===== config.mk =====
export PLATFORM = sky130hd
export DESIGN_NAME = mem_access_unit
export DESIGN_NICKNAME = d
export VERILOG_FILES = /design/src/rtl/mem_access_unit.sv
export SDC_FILE = /design/constraint.sdc
export NUM_CORES = 1
export LEC_CHECK = 0
export CAP_MARGIN = 20
export CORE_UTILIZATION = 40
export CTS_CLUSTER_DIAMETER = 80
export DETAILED_ROUTE_END_ITERATION = 12
export PLACE_DENSITY = 0.68
export SLEW_MARGIN = 30
export SYNTH_ARGS = -nofsm -noshare
export SYNTH_HDL_FRONTEND = slang
export SYNTH_SLANG_ARGS = --single-unit

===== constraint.sdc =====
create_clock -name clk_i -period 4.8 [get_ports clk_i]
set_input_delay 0.96 -clock clk_i [delete_from_list [all_inputs] [get_ports clk_i]]
set_output_delay 0.96 -clock clk_i [all_outputs]
set_load 0.01 [all_outputs]

===== src/rtl/mem_access_unit.sv =====
// Load/store unit between a CPU request port and a single-cycle data RAM.
// Optional misaligned-access trap is compiled in with `define MISALIGN_TRAP_EN.
module mem_access_unit #(
  parameter int unsigned WAIT_CYCLES = 0
) (
  input  logic        clk_i,
  input  logic        rst_i,
  input  logic        req_i,
  input  logic        we_i,
  input  logic [1:0]  size_i,
  input  logic        sign_ext_i,
  input  logic [31:0] addr_i,
  input  logic [31:0] wdata_i,
  output logic [31:0] rdata_o,
  output logic        busy_o,
  output logic        done_o,
  output logic        misalign_o,
  output logic [31:0] ram_addr_o,
  output logic [31:0] ram_datain_o,
  output logic        ram_write_o,
  output logic        ram_read_o,
  input  logic [31:0] ram_dataout_i
);

  localparam logic [2:0] S_IDLE   = 3'd0;
  localparam logic [2:0] S_WAIT   = 3'd1;
  localparam logic [2:0] S_ACCESS = 3'd2;
  localparam logic [2:0] S_WRITE  = 3'd3;
  localparam logic [2:0] S_DONE   = 3'd4;

  localparam logic [3:0] WAIT_INIT = (WAIT_CYCLES > 0) ? 4'(WAIT_CYCLES - 1) : 4'd0;

  logic [2:0]  state_q,    state_d;
  logic [3:0]  cnt_q,      cnt_d;
  logic [31:0] addr_q,     addr_d;
  logic [31:0] wdata_q,    wdata_d;
  logic [1:0]  size_q,     size_d;
  logic        we_q,       we_d;
  logic        sx_q,       sx_d;
  logic [31:0] rdata_q,    rdata_d;
  logic [31:0] merge_q,    merge_d;
  logic        misalign_q, misalign_d;
  logic        trap_req;

  // Select the addressed lane of a RAM word and extend it to 32 bits.
  function automatic logic [31:0] load_extend(input logic [31:0] word,
                                              input logic [1:0]  size,
                                              input logic [1:0]  off,
                                              input logic        sx);
    logic [7:0]  b;
    logic [15:0] h;
    logic [31:0] res;
    case (off)
      2'd0:    b = word[7:0];
      2'd1:    b = word[15:8];
      2'd2:    b = word[23:16];
      default: b = word[31:24];
    endcase
    h = off[1] ? word[31:16] : word[15:0];
    case (size)
      2'b00:   res = {{24{sx & b[7]}}, b};
      2'b01:   res = {{16{sx & h[15]}}, h};
      default: res = word;
    endcase
    return res;
  endfunction

  // Replace only the addressed byte/half of the old RAM word with store data.
  function automatic logic [31:0] merge_lane(input logic [31:0] word,
                                             input logic [31:0] wd,
                                             input logic [1:0]  size,
                                             input logic [1:0]  off);
    logic [31:0] res;
    res = word;
    if (size == 2'b00) begin
      case (off)
        2'd0:    res[7:0]   = wd[7:0];
        2'd1:    res[15:8]  = wd[7:0];
        2'd2:    res[23:16] = wd[7:0];
        default: res[31:24] = wd[7:0];
      endcase
    end else if (size == 2'b01) begin
      if (off[1]) res[31:16] = wd[15:0];
      else        res[15:0]  = wd[15:0];
    end else begin
      res = wd;
    end
    return res;
  endfunction

  function automatic logic is_misaligned(input logic [1:0] size, input logic [1:0] off);
    return ((size == 2'b01) && off[0]) || (size[1] && (off != 2'b00));
  endfunction

`ifdef MISALIGN_TRAP_EN
  assign trap_req = is_misaligned(size_i, addr_i[1:0]);
`else
  assign trap_req = 1'b0;
`endif

  always_comb begin
    state_d    = state_q;
    cnt_d      = cnt_q;
    addr_d     = addr_q;
    wdata_d    = wdata_q;
    size_d     = size_q;
    we_d       = we_q;
    sx_d       = sx_q;
    rdata_d    = rdata_q;
    merge_d    = merge_q;
    misalign_d = misalign_q;
    case (state_q)
      S_IDLE: begin
        if (req_i) begin
          addr_d     = addr_i;
          wdata_d    = wdata_i;
          size_d     = size_i;
          we_d       = we_i;
          sx_d       = sign_ext_i;
          misalign_d = trap_req;
          if (trap_req) begin
            state_d = S_DONE;
          end else if (WAIT_CYCLES > 0) begin
            state_d = S_WAIT;
            cnt_d   = WAIT_INIT;
          end else begin
            state_d = S_ACCESS;
          end
        end
      end
      S_WAIT: begin
        if (cnt_q == 4'd0) state_d = S_ACCESS;
        else               cnt_d   = cnt_q - 4'd1;
      end
      S_ACCESS: begin
        if (!we_q) begin
          rdata_d = load_extend(ram_dataout_i, size_q, addr_q[1:0], sx_q);
          state_d = S_DONE;
        end else if (size_q[1]) begin
          state_d = S_DONE;
        end else begin
          merge_d = ram_dataout_i;
          state_d = S_WRITE;
        end
      end
      S_WRITE: state_d = S_DONE;
      S_DONE:  state_d = S_IDLE;
      default: state_d = S_IDLE;
    endcase
  end

  always_ff @(posedge clk_i) begin
    if (rst_i) begin
      state_q    <= S_IDLE;
      cnt_q      <= 4'd0;
      addr_q     <= 32'd0;
      wdata_q    <= 32'd0;
      size_q     <= 2'd0;
      we_q       <= 1'b0;
      sx_q       <= 1'b0;
      rdata_q    <= 32'd0;
      merge_q    <= 32'd0;
      misalign_q <= 1'b0;
    end else begin
      state_q    <= state_d;
      cnt_q      <= cnt_d;
      addr_q     <= addr_d;
      wdata_q    <= wdata_d;
      size_q     <= size_d;
      we_q       <= we_d;
      sx_q       <= sx_d;
      rdata_q    <= rdata_d;
      merge_q    <= merge_d;
      misalign_q <= misalign_d;
    end
  end

  // RAM strobes are gated by reset directly so an aborted access never commits.
  assign ram_read_o   = (state_q == S_ACCESS) && !rst_i;
  assign ram_write_o  = (((state_q == S_ACCESS) && we_q && size_q[1]) ||
                         (state_q == S_WRITE)) && !rst_i;
  assign ram_datain_o = (state_q == S_WRITE) ? merge_lane(merge_q, wdata_q, size_q, addr_q[1:0])
                                             : wdata_q;
  assign ram_addr_o   = {addr_q[31:2], 2'b00};
  assign busy_o       = (state_q == S_WAIT) || (state_q == S_ACCESS) || (state_q == S_WRITE);
  assign done_o       = (state_q == S_DONE);
  assign rdata_o      = rdata_q;
  assign misalign_o   = misalign_q;

endmodule


==> summary.md <==
| Metric | Value |
|---|---|
| Status | `completed` |
| Register area share after synthesis | `44.3%` |
| Share of Yosys cell area claimed by the top area cell type | `44.3%` |
| Category of cells accounting for the largest share of critical-path delay | `buffers and inverters` |
| Final Hold Viols | `0` |
| Main area contributors after synthesis | `dfxtp_1 (44%), nand2_1 (14%), a21oi_1 (11%)` |
| Chip Width | `127 um` |
| Worst Reg-to-Reg Cells | `5` |
| Final weighted congestion of routability-driven global placement | `0.880` |
| Leakage | `approximately 0.003 uW` |
| Met3 Track Usage GR | `6.11%` |
| Mapped Area | `around 6300 um^2` |
| Number of gates resized after CTS | `0` |
| Total net switching power | `approximately 900 uW` |
| Number of sinks handled by clock tree synthesis | `139` |
| Worst hold slack after final layout | `around 0.45 ns` |
| Sequential share of power | `40.9%` |
| Number of antenna violations at the first check in global routing | `0` |
| Root Buffer Master | `clkbuf_16` |
| Share of flip-flops with an asynchronous set or reset after synthesis | `0%` |
| Levels on crit path | `6` |
| Drt first-iter violations | `between 400 and 500` |
| Wire length of the first global-routing pass | `30100 um` |
| Clock Path Buffers | `2` |
| Remaining antenna violation count | `0` |
| Setup TNS | `0 ns` |
| Layer with the highest usage after global routing | `met2` |
| Total CTS buffers | `17` |
| Number of global-route vias before repair | `between 5000 and 6000` |
| Worst setup slack for register-to-register paths | `2.49 ns` |
| Post-synthesis cell type count | `43` |
| Unrepaired setup endpoints after global routing | `false` |
| Total power divided by cell area | `approximately 360 nW/um^2` |
| Worst clock skew | `0.00703 ns` |
| Core ar. | `about 15000 um^2` |
| Critical path type | `reg -> out` |
| Average footprint of a synthesized cell | `between 7 and 8 um^2` |
| Max incr delay on CP | `0.54 ns` |
| Layout net count | `around 1100` |
| Final worst path period share | `82.2%` |
| Worst setup margin | `about 0.86 ns` |
| Fraction of final layout cells sized beyond drive strength 1 | `6.73%` |
| Critical Path End | `ram_datain_o[2]` |
| Max H-tree Level | `4` |
| Critical Path RT | `3.84 ns` |
| Highest clock frequency the design can meet | `0.254 GHz` |
| Global-route track usage on met1 | `approximately a third` |
| Detailed Routing Iterations Pass 1 | `5` |
| Overall die area | `approximately 16000 um^2` |
| Critical path peak fanout | `42` |
| Type of destination of the critical path | `output pin` |
| Pre-CTS setup slack | `1.32 ns` |
| Endpoint of the worst-slack reg-to-reg timing path | `wdata_q[0]$_SDFFE_PP0P_` |
| Top-count cell post-synth | `nand2_1` |
| Cell-internal power | `2270 uW` |
| Placed wire-length estimate | `13800 um` |
| Part of the total power dissipated in combinational logic | `19.4%` |
| Cell type with the highest aggregate area in the netlist | `dfxtp_1` |
| Number of enable-type register cells in the synthesized netlist | `0` |
| CP Buf/Inv Count | `2` |
| Worst-skew pair later-pin latency | `around 0.42 ns` |
| CP startpoint kind | `flop` |
| # setup viols final | `0` |
| Worst-path cell chain | `or2b_1, nor3b_4, buf_4, o21ai_1, mux2_2, clkdlybuf4s50_1` |
| Global routing met2 resource utilization | `38.0%` |
| Relative area change from synthesis to final layout | `38.8%` |
| List of most frequent post-synthesis cells | `nand2_1 (231), dfxtp_1 (139), a21oi_1 (136)` |
| Number of rows in the core area | `45` |
| IO Port Bufs | `200` |
| Minimum clock period after layout | `3.94 ns` |
| Final Slew Violations | `0` |
| Total Wirelength | `19400 um` |
| Maximum ir drop on the vdd rail | `about 0.00023 V` |
| Relative slew slack | `between 40 and 50%` |
| # diodes | `0` |
| Arrival time at the worst endpoint | `2.98 ns` |
| Clock share of power | `39.6%` |
| Total setup buffers inserted after CTS | `0` |
| Reg-to-reg critical path startpoint | `state_q[2]$_SDFFE_PP0P_` |
| TritonCTS clock tree | `yes` |
| Path type of the worst min-delay path | `reg -> reg` |
| Primary FF master, synth | `dfxtp_1` |
| Yosys warnings | `0` |
| Via total after detailed routing | `6073` |
| Pin slew with the least headroom to its limit | `0.750 ns` |
| Crit. Startpoint | `state_q[1]$_SDFFE_PP0P_` |
| Post-placement cell count | `1145` |
| Boundary Pins | `204` |
| Post-route non-filler standard cell count | `1177` |
| Pin count of the biggest net entering global routing | `55` |
| Clock-pin slew of the registers on the worst-case setup and hold paths | `0.06 ns` |
| Starting density of the core | `between 40% and 50%` |
| CP max-delay cell | `clkdlybuf4s50_1` |
| Vias per inst | `slightly above 5` |
| Max Cap Violations | `0` |
| Die height | `127 um` |
| Post-detailed-route DRC marker count | `0` |
| Mapped Cells | `816` |
| Number of fill cells in the layout | `1446` |
| Total power consumption of the routed design | `3180 uW` |
| Switching power share of the total | `28.7%` |
| Gr usage total | `roughly a quarter` |
| Number of register bits inferred by synthesis | `139` |
| Quantity of hold-fixing buffers added after cts | `0` |
| Grt ovf | `0` |
| Per-cell routed wire length | `16.5 um` |
## area by class of cell
cell class / instances / area [um^2] / area share, %
repair buffers: 211 / 2080 / 23.9
multi-input cells: 577 / 3000 / 34.4
well taps: 211 / 264 / 3.03
clock buffers: 17 / 425 / 4.87
flip-flops and latches: 139 / 2780 / 31.9
inverters: 7 / 26.3 / 0.301
clock inverters: 15 / 143 / 1.63
## how the worst min path moves through the flow
stage	start	to	slack, ns	depth (start not counted)
global route	addr_q[14]$_SDFFE_PP0P_	addr_q[14]$_SDFFE_PP0P_	0.47	2
global placement	addr_q[23]$_SDFFE_PP0P_	addr_q[23]$_SDFFE_PP0P_	0.44	2
detailed placement	addr_q[10]$_SDFFE_PP0P_	addr_q[10]$_SDFFE_PP0P_	0.45	2
finish	addr_q[15]$_SDFFE_PP0P_	addr_q[15]$_SDFFE_PP0P_	0.45	2
floorplan	merge_q[0]$_SDFFE_PP0P_	merge_q[0]$_SDFFE_PP0P_	0.43	2
CTS	addr_q[10]$_SDFFE_PP0P_	addr_q[10]$_SDFFE_PP0P_	0.45	2
## per-stage QoR
step / cell area [um^2] / utilization (%)
4_1_cts: 8730 / 57.2
2_1_floorplan: 6290 / -
6_report: 8730 / 57.2
3_3_place_gp: 8150 / 53.4
5_1_grt: 8730 / 57.2
3_5_place_dp: 8160 / 53.5
## tightest hold or removal path, delay by kind of cell, from the launching register on
| kind | cells | cell delay, ns |
|---|---|---|
| AOI/OAI and AO/OA | 1 | 0.05 |
| DFF | 1 | 0.30 |
| and+or+nand+nor | 1 | 0.05 |
## power by group through the flow
stage | Combinational [uW] | Clock (uW) | Sequential [uW]
after floorplan | 327 | 0 | 1320
after global placement | 612 | 0 | 1330
after detailed placement | 616 | 0 | 1330
after CTS | 619 | 1280 | 1300
after global routing | 671 | 1330 | 1310
final | 617 | 1260 | 1300
## flip-flops by register name, summed over array words and instances (netlist names)
name     count
we_q         1
size_q       2
addr_q      32
state_q      3
merge_q     32
wdata_q     32
sx_q         1
cnt_q        4
rdata_o     32
## cells by family (layout without fill, tap and decap cells)
family                   Yosys count  count (layout)  synth area share (%)
AO/OA/AOI/OAI                    223             223                  22.1
XOR/XNOR                           3               3                 0.418
adder cells (fa/ha/maj)            1               1                 0.199
buffers and inverters            102             250                  8.36
flip-flops                       139             139                  44.3
multiplexers                      20              20                  3.36
other                              1               3                0.0596
AND/OR/NAND/NOR                  327             327                  21.3
## per-layer routing
metal | routed length [um] | part of all wire [%] | up-vias
met3 | 1310 | 6.8 | 30
met1 | 8770 | 45 | 2822
met4 | 373 | 1.9 | 0
met2 | 8980 | 46 | 216
li1 | - | - | 3005
met5 | 0 | 0 | -
## cells in the final DEF, fill, tap and decap left out, types with 9 or more instances in the layout
master	n
clkbuf_16	17
mux2_2	9
a22oi_1	15
mux2i_1	11
a22o_1	15
a211oi_1	31
clkdlybuf4s50_1	199
nor2_1	57
dfxtp_1	139
nand2_1	230
nand2b_1	9
a21oi_1	136
buf_4	12
(Power assumes the default switching activity.)
